### config.mk
export PLATFORM = sky130hd
export DESIGN_NAME = axi_mem_arbiter
export DESIGN_NICKNAME = d
export VERILOG_FILES = /design/src/rtl/axi_mem_arbiter.sv
export SDC_FILE = /design/constraint.sdc
export NUM_CORES = 1
export LEC_CHECK = 0
export BUFFER_PORTS_ARGS = -buffer_cell sky130_fd_sc_hd__buf_4
export CAP_MARGIN = 10
export CORE_AREA = 8 8 259 261
export CTS_CLUSTER_DIAMETER = 40
export DETAILED_ROUTE_END_ITERATION = 12
export DIE_AREA = 0 0 267 269
export PLACE_DENSITY = 0.42
export SLEW_MARGIN = 20
export SYNTH_ARGS = -nofsm -noshare
export SYNTH_HDL_FRONTEND = slang
export SYNTH_SLANG_ARGS = --single-unit
### constraint.sdc
create_clock -name clk -period 4.36 [get_ports clk]
set_input_delay 0.654 -clock clk [delete_from_list [all_inputs] [get_ports clk]]
set_output_delay 0.654 -clock clk [all_outputs]
set_load 0.1 [all_outputs]
### src/rtl/axi_mem_arbiter.sv
// axi_mem_arbiter: shares one AXI4 port between IFU reads (m0) and LSU reads/writes (m1), one transaction at a time.
// Define AXI_ARB_RR_EN for round-robin between m0 and m1; default is fixed priority m1 write > m1 read > m0 read.
module axi_mem_arbiter #(
  parameter int ADDR_W = 64,
  parameter int DATA_W = 64,
  parameter int ID_W = 4
) (
  input  logic                clk,
  input  logic                rst,
  input  logic                m0_rd_req,
  input  logic [ADDR_W-1:0]   m0_addr,
  input  logic [2:0]          m0_size,
  input  logic [7:0]          m0_len,
  output logic [DATA_W-1:0]   m0_rdata,
  output logic                m0_rvalid,
  output logic                m0_done,
  input  logic                m1_rd_req,
  input  logic                m1_wr_req,
  input  logic [ADDR_W-1:0]   m1_addr,
  input  logic [2:0]          m1_size,
  input  logic [7:0]          m1_len,
  input  logic [DATA_W-1:0]   m1_wdata,
  input  logic [DATA_W/8-1:0] m1_wstrb,
  output logic                m1_wready,
  output logic [DATA_W-1:0]   m1_rdata,
  output logic                m1_rvalid,
  output logic                m1_done,
  output logic [1:0]          m1_resp,
  output logic                ar_valid,
  input  logic                ar_ready,
  output logic [ID_W-1:0]     ar_id,
  output logic [ADDR_W-1:0]   ar_addr,
  output logic [7:0]          ar_len,
  output logic [2:0]          ar_size,
  output logic [1:0]          ar_burst,
  input  logic                r_valid,
  output logic                r_ready,
  input  logic [DATA_W-1:0]   r_data,
  input  logic                r_last,
  input  logic [1:0]          r_resp,
  output logic                aw_valid,
  input  logic                aw_ready,
  output logic [ID_W-1:0]     aw_id,
  output logic [ADDR_W-1:0]   aw_addr,
  output logic [7:0]          aw_len,
  output logic [2:0]          aw_size,
  output logic [1:0]          aw_burst,
  output logic                w_valid,
  input  logic                w_ready,
  output logic [DATA_W-1:0]   w_data,
  output logic [DATA_W/8-1:0] w_strb,
  output logic                w_last,
  input  logic                b_valid,
  output logic                b_ready,
  input  logic [1:0]          b_resp
);
  typedef enum logic [2:0] {IDLE, RADDR, RDATA, WADDR, WDATA, WRESP} state_t;
  state_t state, state_n;
  logic grant, m1_any, pick1, start, rd, rdone;
  logic [ADDR_W-1:0] addr_q;
  logic [2:0] size_q;
  logic [7:0] len_q, beat_cnt;
  assign m1_any = m1_rd_req | m1_wr_req;
  assign start = m1_any | m0_rd_req;
`ifdef AXI_ARB_RR_EN
  logic last_grant;
  // on a tie the side that did not finish last wins
  assign pick1 = m1_any & (~m0_rd_req | ~last_grant);
  always_ff @(posedge clk)
    if (rst) last_grant <= 1'b1;
    else if (m0_done | m1_done) last_grant <= grant;
`else
  assign pick1 = m1_any;
`endif
  always_ff @(posedge clk)
    if (rst) begin
      state <= IDLE;
      grant <= 1'b0;
      addr_q <= '0;
      size_q <= '0;
      len_q <= '0;
      beat_cnt <= '0;
    end else begin
      state <= state_n;
      if (state == IDLE && start) begin
        grant <= pick1;
        addr_q <= pick1 ? m1_addr : m0_addr;
        size_q <= pick1 ? m1_size : m0_size;
        len_q <= pick1 ? m1_len : m0_len;
      end
      if (w_valid && w_ready) beat_cnt <= w_last ? '0 : beat_cnt + 8'd1;
    end
  always_comb begin
    state_n = state;
    case (state)
      IDLE:    state_n = !start ? IDLE : (pick1 && m1_wr_req) ? WADDR : RADDR;
      RADDR:   state_n = ar_ready ? RDATA : RADDR;
      RDATA:   state_n = (r_valid && r_last) ? IDLE : RDATA;
      WADDR:   state_n = aw_ready ? WDATA : WADDR;
      WDATA:   state_n = (w_ready && w_last) ? WRESP : WDATA;
      WRESP:   state_n = b_valid ? IDLE : WRESP;
      default: state_n = IDLE;
    endcase
  end
  assign rd = state == RDATA;
  assign rdone = rd & r_valid & r_last;
  assign ar_valid = state == RADDR;
  assign ar_id = {{(ID_W-1){1'b0}}, grant};
  assign ar_addr = addr_q;
  assign ar_len = len_q;
  assign ar_size = size_q;
  assign ar_burst = 2'b01;
  assign r_ready = rd;
  assign m0_rvalid = rd & r_valid & ~grant;
  assign m1_rvalid = rd & r_valid & grant;
  assign m0_rdata = rd ? r_data : '0;
  assign m1_rdata = rd ? r_data : '0;
  assign m0_done = rdone & ~grant;
  assign m1_done = (rdone & grant) | (b_ready & b_valid);
  assign m1_resp = b_ready ? b_resp : (rd && grant) ? r_resp : 2'b00;
  assign aw_valid = state == WADDR;
  assign aw_id = {{(ID_W-1){1'b0}}, grant};
  assign aw_addr = addr_q;
  assign aw_len = len_q;
  assign aw_size = size_q;
  assign aw_burst = 2'b01;
  assign w_valid = state == WDATA;
  assign w_data = w_valid ? m1_wdata : '0;
  assign w_strb = w_valid ? m1_wstrb : '0;
  assign w_last = w_valid & (beat_cnt == len_q);
  assign m1_wready = w_valid & w_ready;
  assign b_ready = state == WRESP;
endmodule

==> implementation parameters <==
Parameter                              Value

Die
  Vert. Die Dim ... roughly 270 um
  Area of the core ... roughly 0.063 sq mm
  Top-level I/O count ... between 600 and 700
  Width of the chip ... ~270 um
  Total die area ... 0.0718 sq mm
  Row Count ... slightly above 90
  Starting density of the core ... under 10%

Critical path
  Startpoint class of the critical path ... register
  Endpoint arrival time on the critical path ... 2.87 ns
  Worst path required time ... 3.71 ns
  Maximum net fanout on the critical path ... 41
  Critical Setup Path Class ... reg -> out
  Sort of element at the end of the critical path ... output pin

Power and ir drop
  Maximum vdd drop ... between 0.3 and 0.4 mV
  Part of the power in the clock network ... about an eighth
  Pwr per Cell Area ... 589 mW/mm^2
  Leakage power ... approximately 0.0055 uW
  Cell internal pwr ... ~2200 uW
  Share of total power consumed by net switching ... between 60% and 70%
  NetSw ... between 4000 and 5000 uW
  Sequential group share of total power ... 17.2%
  Combinational power share ... 70.0%

Finish
  Design Area, Final ... between 0.01 and 0.015 sq mm
  Highest-count cells in the layout ignoring fill and taps ... 672 x sky130_fd_sc_hd__buf_4, 154 x sky130_fd_sc_hd__nand2_1, 138 x sky130_fd_sc_hd__and2_1
  Final core area utilization ... ~18%
  Register Area ... around 0.0017 sq mm
  Layout cells sized above 1 ... 54.0%
  Synthesis-to-layout area growth ... 82.4%
  Combined area of the multi-input logic cells ... 0.00294 sq mm
  Total of fill cells in the finished design ... approximately 7200
  Most common cell after layout, fill and taps aside ... sky130_fd_sc_hd__buf_4
  Layout Nets ... 1593
  Cell Count, Final, Fillers Out ... ~2100

Drt
  Number of iterations in the first detailed-routing pass ... 4
  DR vias/cell ... ~3.4
  Final WL ... approximately 47000 um
  Vias ... 7390
  Post-detailed-route wirelength per cell ... about 22 um
  Number of nets with antenna violations after routing ... 0
  Count of unresolved DRC violations after routing ... 0
  Violation count after the first detailed-route iteration ... slightly below 300

Clock network
  Quantity of gates resized following cts ... 0
  Clk buf depth ... 2
  Insertion delay of the later-clocked pin in the worst-skew pair ... about 0.38 ns
  Root Driver ... sky130_fd_sc_hd__clkbuf_16
  Number of post-CTS setup repair buffers ... 0
  CTS buffer count ... 9
  Sink Count ... slightly below 90
  Clock-pin slew of the registers on the worst-case setup and hold paths ... ~0.09 ns
  Hold_buf cts ... 0
  CTS tree ... done
  H-tree depth ... 3

Synth
  Fraction of the yosys area taken by sequential cells ... 28.6%
  Post-synthesis cell area ... between 0.006 and 0.007 sq mm
  Ys flop type ... sky130_fd_sc_hd__dfxtp_1
  Register bit total from synthesis ... between 80 and 90
  Post-synth EDFFs ... 0
  Post-synth top area share ... approximately 29%
  Dominant cell type by area after synthesis ... sky130_fd_sc_hd__dfxtp_1
  Mapped Avg Cell Area ... roughly 7.5 sq um
  Ys Warns ... 0
  Largest cells by area after synthesis ... sky130_fd_sc_hd__dfxtp_1 29%, sky130_fd_sc_hd__buf_4 19%, sky130_fd_sc_hd__and2_1 14%
  Share of async-settable or async-resettable flops after synthesis ... 0%
  Count of unique library cells instantiated by Yosys ... 40
  Number of cells produced by synthesis ... between 800 and 900

STA
  Max-slew violation count ... 0
  Final count of negative-setup-slack endpoints ... 0
  Headroom to the max-slew limit ... ~34%
  TNS Setup ... 0 ns
  Minimum clock period after layout ... between 3 and 4 ns
  Max Clock Skew ... 0.00797 ns
  Final hold viol count ... 0
  Worst-Margin Slew ... 0.990 ns
  Hold WS ... 0.523 ns
  Final cycle utilization of the critical path ... 80.8%
  Unrepaired setup endpoints after global routing ... false
  Highest Clock Rate ... between 0.2 and 0.3 GHz

Global routing
  Maximum number of pins on one net before global-route repair ... 77
  Aggregate global routing overflow ... 0
  Number of global-route vias before repair ... slightly below 8000
  First-pass GRT wire length ... roughly 61000 um
  Antenna violations before repair ... 21
  Global routing usage summed across all routing layers ... about 12%

Run
  Max-cap viol count ... 0

Place
  Post-placement cell area ... between 0.01 and 0.015 sq mm
  Port Buffers ... ~670
  DP Wirelength ... approximately 40000 um
  Placer's final routability congestion estimate ... between 0.9 and 1
  Post-placement cell count ... around 2100

Outcome
  Status ... complete, no violations

Hold path
  Hold WC Path Type ... reg -> reg
Yosys cell counts (all sizes together), types with 2 or more instances:
master / instances
a21oi: 3
a22oi: 3
a311oi: 75
a32o: 2
and2: 138
and3: 3
and4: 2
buf: 178
clkbuf: 35
conb: 2
dfxtp: 87
inv: 2
nand2: 154
nand3: 3
nand4: 3
nor2: 88
nor3: 2
nor3b: 3
xor2: 14
metrics by stage:
step | total power [uW] | worst slack, ns
after detailed placement | 5770 | 1.27
after global placement | 5760 | 1.38
after global routing | 6800 | 0.619
after CTS | 6650 | 0.808
final | 6550 | 0.838
after floorplan | 4950 | 0.607
metal layers:
layer	global-route usage [%]	wire length, um	part of all wire [%]	up-vias
met2	21.8	24200	52	420
met4	2.94	551	1.2	8
met5	0	37	0.079	-
met1	12.1	16600	35	3436
met3	6.25	5490	12	46
li1	-	-	-	3480
cells by family after synthesis:
logic type / after synthesis / synth area share (%)
fa+ha+maj: 1 / 0.205
mux: 2 / 0.349
buf+inv: 215 / 24.1
other cells: 2 / 0.123
flops: 87 / 28.6
simple gates: 401 / 31.7
compound gates: 89 / 12.8
xor+xnor: 15 / 2.16
path summary, 6_finish.rpt:
kind / from / end / slack, ns / depth (start not counted)
setup / recovery: state[1] / m0_rdata[36] / 0.84 / 5
hold / removal: ar_addr[4] / ar_addr[4] / 0.52 / 2
setup reg to reg: state[2] / ar_addr[50] / 2.10 / 5
hold reg to reg: ar_addr[4] / ar_addr[4] / 0.52 / 2
final cells by class:
cell class | count | share of cell area, %
clock inverter | 7 | 0.563
clock buffer | 9 | 2.03
tap | 846 | 9.52
antenna | 6 | 0.135
sequential | 87 | 15.7
timing repair buffer | 673 | 45.5
multi-input combinational | 518 | 26.5
inverter | 2 | 0.0675
critical path, stage by stage, from the launching register on:
cell and delay [ns]:
sky130_fd_sc_hd__dfxtp_1 0.52, sky130_fd_sc_hd__inv_1 0.17, sky130_fd_sc_hd__nor3_4 0.74, sky130_fd_sc_hd__buf_4 0.43, sky130_fd_sc_hd__and2_1 0.27, sky130_fd_sc_hd__buf_4 0.33
power by group through the flow:
stage	Combinational, uW	Sequential [uW]	Clock (uW)
4_1_cts	4620	1130	898
3_5_place_dp	4620	1150	0
3_3_place_gp	4610	1150	0
5_1_grt	4720	1150	920
2_1_floorplan	2880	2070	0
6_report	4580	1130	841
flip-flops by register name, summed over array words and instances (netlist names):
signal    cells
ar_addr      64
ar_len        8
beat_cnt      8
ar_size       3
state         3
grant         1
(Power assumes the default switching activity.)
